File: src/rtl/servo_arm_if.sv
// Switch / servo bundle for the useless-box arm array.
// Switches flow into the controller; PWM, busy and fault flow out.
interface servo_arm_if #(
   parameter int N_CH = 10
);
   logic [N_CH-1:0] switch;
   logic [N_CH-1:0] pwm;
   logic [N_CH-1:0] busy;
   logic [N_CH-1:0] fault;

   modport master (
      output switch,
      input  pwm,
      input  busy,
      input  fault
   );

   modport slave (
      input  switch,
      output pwm,
      output busy,
      output fault
   );
endinterface

File: src/rtl/servo_arm_array.sv
// N-channel useless-box controller: one arm FSM and PWM per switch,
// shared frame timebase, index-priority arbitration of moving arms.
module servo_arm_array #(
   parameter int N_CH           = 10,
   parameter int PERIOD         = 1_000_000,
   parameter int PULSE_REST     = 50_000,
   parameter int PULSE_PUSH     = 100_000,
   parameter int RETRACT_FRAMES = 25,
   parameter int PUSH_TIMEOUT   = 50,
   parameter int MAX_ACTIVE     = 2
) (
   input  logic      clk,
   input  logic      reset,
   servo_arm_if.slave bus
);

   localparam int CW   = (PERIOD > 1) ? $clog2(PERIOD) : 1;
   localparam int FMAX = (PUSH_TIMEOUT > RETRACT_FRAMES) ?
                         PUSH_TIMEOUT : RETRACT_FRAMES;
   localparam int FW   = (FMAX > 1) ? $clog2(FMAX) : 1;
   localparam int AW   = $clog2(N_CH + 1);

   localparam logic [CW-1:0] CNT_LAST = CW'(PERIOD - 1);
   localparam logic [CW-1:0] P_PUSH   = CW'(PULSE_PUSH);
   localparam logic [CW-1:0] P_REST   = CW'(PULSE_REST);
   localparam logic [FW-1:0] PUSH_END = FW'(PUSH_TIMEOUT - 1);
   localparam logic [FW-1:0] RET_END  = FW'(RETRACT_FRAMES - 1);
   localparam logic [AW-1:0] MAX_ACT  = AW'(MAX_ACTIVE);

   typedef enum logic [1:0] {
      IDLE,
      WAIT,
      PUSH,
      RETRACT
   } state_e;

   logic [CW-1:0]   cnt_q, cnt_d;
   logic [N_CH-1:0] sw_meta_q, sw_meta_d;
   logic [N_CH-1:0] sw_s_q, sw_s_d;
   logic [N_CH-1:0] pwm_q, pwm_d;
   logic [N_CH-1:0] fault_q, fault_d;
   state_e          st_q [N_CH];
   state_e          st_d [N_CH];
   logic [FW-1:0]   fc_q [N_CH];
   logic [FW-1:0]   fc_d [N_CH];

   logic            tick;
   logic [AW-1:0]   active;
   logic [AW-1:0]   slots;
   logic [AW-1:0]   granted;

   always_comb begin
      tick      = (cnt_q == CNT_LAST);
      cnt_d     = tick ? '0 : cnt_q + CW'(1);
      sw_meta_d = bus.switch;
      sw_s_d    = sw_meta_q;
      fault_d   = fault_q;
      pwm_d     = '0;
      bus.busy  = '0;

      // Slots are counted from pre-tick state, so a retracting arm
      // returning to IDLE frees its slot only on the following tick.
      active = '0;
      for (int i = 0; i < N_CH; i++) begin
         if (st_q[i] == PUSH || st_q[i] == RETRACT)
            active = active + AW'(1);
      end
      slots   = MAX_ACT - active;
      granted = '0;

      for (int i = 0; i < N_CH; i++) begin
         st_d[i] = st_q[i];
         fc_d[i] = fc_q[i];
         if (tick) begin
            unique case (st_q[i])
               IDLE: begin
                  if (sw_s_q[i]) st_d[i] = WAIT;
               end
               WAIT: begin
                  if (!sw_s_q[i]) begin
                     st_d[i] = IDLE;
                  end else if (granted < slots) begin
                     st_d[i] = PUSH;
                     fc_d[i] = '0;
                     granted = granted + AW'(1);
                  end
               end
               PUSH: begin
                  if (!sw_s_q[i]) begin
                     st_d[i] = RETRACT;
                     fc_d[i] = '0;
                  end else if (fc_q[i] == PUSH_END) begin
                     st_d[i]    = RETRACT;
                     fc_d[i]    = '0;
                     fault_d[i] = 1'b1;
                  end else begin
                     fc_d[i] = fc_q[i] + FW'(1);
                  end
               end
               RETRACT: begin
                  if (fc_q[i] == RET_END) begin
                     st_d[i] = IDLE;
                     fc_d[i] = '0;
                  end else begin
                     fc_d[i] = fc_q[i] + FW'(1);
                  end
               end
            endcase
         end
         pwm_d[i]    = cnt_q < ((st_q[i] == PUSH) ? P_PUSH : P_REST);
         bus.busy[i] = (st_q[i] != IDLE);
      end
   end

   always_ff @(posedge clk) begin
      if (reset) begin
         cnt_q     <= '0;
         sw_meta_q <= '0;
         sw_s_q    <= '0;
         pwm_q     <= '0;
         fault_q   <= '0;
         for (int i = 0; i < N_CH; i++) begin
            st_q[i] <= IDLE;
            fc_q[i] <= '0;
         end
      end else begin
         cnt_q     <= cnt_d;
         sw_meta_q <= sw_meta_d;
         sw_s_q    <= sw_s_d;
         pwm_q     <= pwm_d;
         fault_q   <= fault_d;
         for (int i = 0; i < N_CH; i++) begin
            st_q[i] <= st_d[i];
            fc_q[i] <= fc_d[i];
         end
      end
   end

   assign bus.pwm   = pwm_q;
   assign bus.fault = fault_q;

endmodule

File: src/flat_wrapper.sv
// flat-port wrapper written by rule: the top's interface ports become plain ports
module servo_arm_array_flat 
#(
   parameter int N_CH           = 10,
   parameter int PERIOD         = 1_000_000,
   parameter int PULSE_REST     = 50_000,
   parameter int PULSE_PUSH     = 100_000,
   parameter int RETRACT_FRAMES = 25,
   parameter int PUSH_TIMEOUT   = 50,
   parameter int MAX_ACTIVE     = 2
)
  (clk, reset, bus_switch, bus_pwm, bus_busy, bus_fault);
  servo_arm_if #(.N_CH(N_CH)) bus_i ();
  input  logic clk;
  input  logic reset;
  input wire logic [$bits(bus_i.switch)-1:0] bus_switch;
  output wire logic [$bits(bus_i.pwm)-1:0] bus_pwm;
  output wire logic [$bits(bus_i.busy)-1:0] bus_busy;
  output wire logic [$bits(bus_i.fault)-1:0] bus_fault;
  assign bus_i.switch = bus_switch;
  assign bus_pwm = bus_i.pwm;
  assign bus_busy = bus_i.busy;
  assign bus_fault = bus_i.fault;
  servo_arm_array #(.N_CH(N_CH), .PERIOD(PERIOD), .PULSE_REST(PULSE_REST), .PULSE_PUSH(PULSE_PUSH), .RETRACT_FRAMES(RETRACT_FRAMES), .PUSH_TIMEOUT(PUSH_TIMEOUT), .MAX_ACTIVE(MAX_ACTIVE)) u_core (.clk(clk), .reset(reset), .bus(bus_i));
endmodule
File: config.mk
export PLATFORM = sky130hd
export DESIGN_NAME = servo_arm_array_flat
export DESIGN_NICKNAME = d
export VERILOG_FILES = /design/src/rtl/servo_arm_if.sv /design/src/rtl/servo_arm_array.sv /design/src/flat_wrapper.sv
export SDC_FILE = /design/constraint.sdc
export NUM_CORES = 1
export LEC_CHECK = 0
export CAP_MARGIN = 15
export CORE_UTILIZATION = 45
export DETAILED_ROUTE_END_ITERATION = 8
export DONT_BUFFER_PORTS = 1
export SYNTH_ARGS = -nofsm -noshare
export SYNTH_HDL_FRONTEND = slang
export SYNTH_SLANG_ARGS = --single-unit
File: constraint.sdc
create_clock -name clk -period 30 [get_ports clk]
set_clock_uncertainty 0.1 [all_clocks]
set_input_delay 9 -clock clk [delete_from_list [all_inputs] [get_ports clk]]
set_output_delay 9 -clock clk [all_outputs]
set_load 0.1 [all_outputs]
==> metrics.csv <==
stage,metric,value,unit
clock_tree,clock_path_buffers,2,
pwr,powerDensity,34.2,mW/mm^2
die,ioPinCount,42,
placed_design,gp_congestion,0.877,
critical_path,crit_type,reg -> reg,
layout,fin_area,0.0122,mm^2
critical_path,crit_top_cell,ha_1,
synth,synthTopCellsByArea,"dfxtp_1, ha_1, nor2_1, xor2_1, nand2_1",
drt,antenna_violating_nets_post_route,0,
pwr,ir_drop,0.0350,mV
timing,setup_viol,0,
placed_design,io_buffers,0,
die,die_w,161,um
critical_path,path_depth,89,
synth,syn_area_per_cell,8.25,um^2
critical_path,end_kind,flop,
drt,first_pass_iters,5,
grt,grt_pass1_vias,8937,
drt,drc_errors,0,
critical_path,r2r_slack,9.58,ns
layout,fin_util,0.498,
clock_tree,clk_latency,0.44,ns
pwr,p_leak,5.04,nW
synth,syn_inst,1373,
critical_path,crit_family,compound AO/OA/AOI/OAI gates,
layout,layout_commonest_cell,nor2_1,
critical_path,cp-start-kind,flop,
timing,finalHoldViolCount,0,
die,num_rows,57,
clock_tree,cts-root-buf,clkbuf_16,
critical_path,cp-startpoint,u_core.st_q[0][0],
synth,async_reset_ff_frac,0,
layout,final_cell_mix,"nor2_1, ha_1, dfxtp_1",
pwr,power,0.418,mW
clock_tree,cts_tree,built,
clock_tree,htreeDepth,4,
layout,finalNetCount,1550,
layout,nFillCells,2340,
pwr,sequentialPowerShare,0.466,
critical_path,crit_end,u_core.fc_q[9][4],
critical_path,reg2reg_from,u_core.st_q[0][0],
drt,drt-initial-drc-count,581,
synth,syn_area,0.0113,mm^2
clock_tree,clkSinkCount,140,
drt,viasPerCell,5.65,
timing,fmax,49.0,MHz
layout,areaGrowthSynthToFinish,7.93,%
grt,antenna_found_initial,0,
layout,stdcell_count,1698,
timing,fin_crit_sh,0.681,
placed_design,dp.cells,1666,
run_status,status,"complete, no violations",
synth,synth.distinct_cells,83,
critical_path,worstPathMaxFanout,11,
layout,drive_gt1_frac,0.0604,
pwr,p_int,0.309,mW
synth,synth.yosys.seq_area_share,0.248,
synth,netlist.area_leader.share,0.248,
layout,diodes,0,
placed_design,dp_hpwl,19500,um
die,die_h,161,um
timing,final-max-slew-violation-count,0,
timing,tns,0,ns
die,start_util,0.462,
layout,seqCellArea,0.00280,mm^2
pwr,power_frac_clock,0.523,
critical_path,worstPathArrival,20.65,ns
critical_path,slowest_stage,or4b_1,
die,core,0.0245,mm^2
critical_path,cp_num_buf_inv,4,
job,drv_cap,0,
synth,synth_edf_count,0,
worst_hold_path,hp-class,reg -> reg,
timing,slew_headroom,0.321,
grt,grt_pass1_wl,44700,um
synth,yosysWarnings,0,
placed_design,place_area,0.0116,mm^2
placed_design,place_ws,9.85,ns
grt,grt.total_usage,0.213,
critical_path,reg2reg_depth,89,
drt,wl,27000,um
pwr,p_sw,0.109,mW
timing,fin_ws,9.58,ns
pwr,power_frac_comb,0.011,
timing,period_minus_slack,20.42,ns
critical_path,cpPeakStageDelay,0.64,ns
timing,worstMarginPinSlew,1.02,ns
synth,synth-main-ff-cell,dfxtp_1,
drt,vias,9592,
grt,grt-ovfl-total,0,
timing,hold_slack,0.336,ns
clock_tree,cts_setup_buffers,0,
clock_tree,cts_resized,0,
pwr,sw_frac_of_total,0.262,
drt,wl_per_cell,15.9,um
synth,syn_nets,1562,
critical_path,reg2reg_to,u_core.fc_q[9][4],
critical_path,critPathRequiredTime,30.23,ns
layout,multi_input_area,0.00805,mm^2
timing,rsz0062_at_grt,no,
grt,grt_start_max_net_pins,69,
clock_tree,numCtsBuffers,17,
clock_tree,clkTransAtPathRegs,0.07,ns
synth,yosysTopAreaCell,dfxtp_1,
clock_tree,cts_hold_buf,0,
die,die-area,0.0258,mm^2
synth,ys_ff_latch,140,
[metal layers]
metal / track usage / part of all wire / wire [um]
met5: 0 / 0 / 0
met1: 0.278 / 0.48 / 13000
met2: 0.356 / 0.46 / 12600
met4: 0.0649 / 0.012 / 336
met3: 0.0374 / 0.042 / 1140
[kinds of logic (layout without fill, tap and decap cells)]
group / count (synthesis) / in the layout / synth area share
flops: 140 / 140 / 0.248
buf+inv: 120 / 121 / 0.0417
simple gates: 531 / 531 / 0.230
compound gates: 294 / 294 / 0.185
fa+ha+maj: 177 / 177 / 0.196
xor+xnor: 87 / 87 / 0.0777
mux: 24 / 24 / 0.0225
[sequential cells by signal, indices dropped and copies added, names as in the netlist, named ones only]
register / count
u_core.cnt_q: 20
u_core.st_q: 10
u_core.sw_meta_q: 10
u_core.fc_q: 60
u_core.sw_s_q: 10
u_core.bus.pwm: 10
u_core.bus.fault: 10
[power by group through the flow]
stage | clock, mW | sequential, mW | combinational [mW]
2_1_floorplan | 0 | 0.199 | 0.00465
3_3_place_gp | 0 | 0.199 | 0.00482
3_5_place_dp | 0 | 0.199 | 0.00485
4_1_cts | 0.225 | 0.195 | 0.00485
5_1_grt | 0.234 | 0.195 | 0.00546
6_report | 0.219 | 0.195 | 0.00475
[worst min path at each step]
stage	start	to	slack, ns	cells past startpoint
final	u_core.sw_meta_q[1]	u_core.sw_s_q[1]	0.34	1
after CTS	u_core.sw_meta_q[7]	u_core.sw_s_q[7]	0.34	1
after global routing	u_core.sw_meta_q[7]	u_core.sw_s_q[7]	0.36	1
after floorplan	u_core.sw_meta_q[0]	u_core.sw_s_q[0]	0.31	1
after detailed placement	u_core.sw_meta_q[7]	u_core.sw_s_q[7]	0.32	1
after global placement	u_core.sw_meta_q[6]	u_core.sw_s_q[6]	0.32	1
[cell usage after synthesis (15+ instances only)]
library cell,number
nand3_1,28
xor2_1,47
clkbuf_1,27
a211oi_1,22
a311oi_1,16
mux2i_1,15
nand4_1,28
ha_1,177
nand2b_1,21
nand2_1,104
dfxtp_1,140
o21a_1,28
inv_1,82
nor3_1,20
nor2_1,203
o21ai_0,60
a21o_1,18
xnor2_1,30
a21oi_1,51
nor2b_1,32
[cell type report]
class	instances	share of cell area
flip-flops and latches	140	0.229
repair buffers	6	0.00369
clock inverters	15	0.0147
multi-input cells	1113	0.659
clock buffers	17	0.0348
well taps	324	0.0332
inverters	83	0.0255
(Power assumes the default switching activity.)
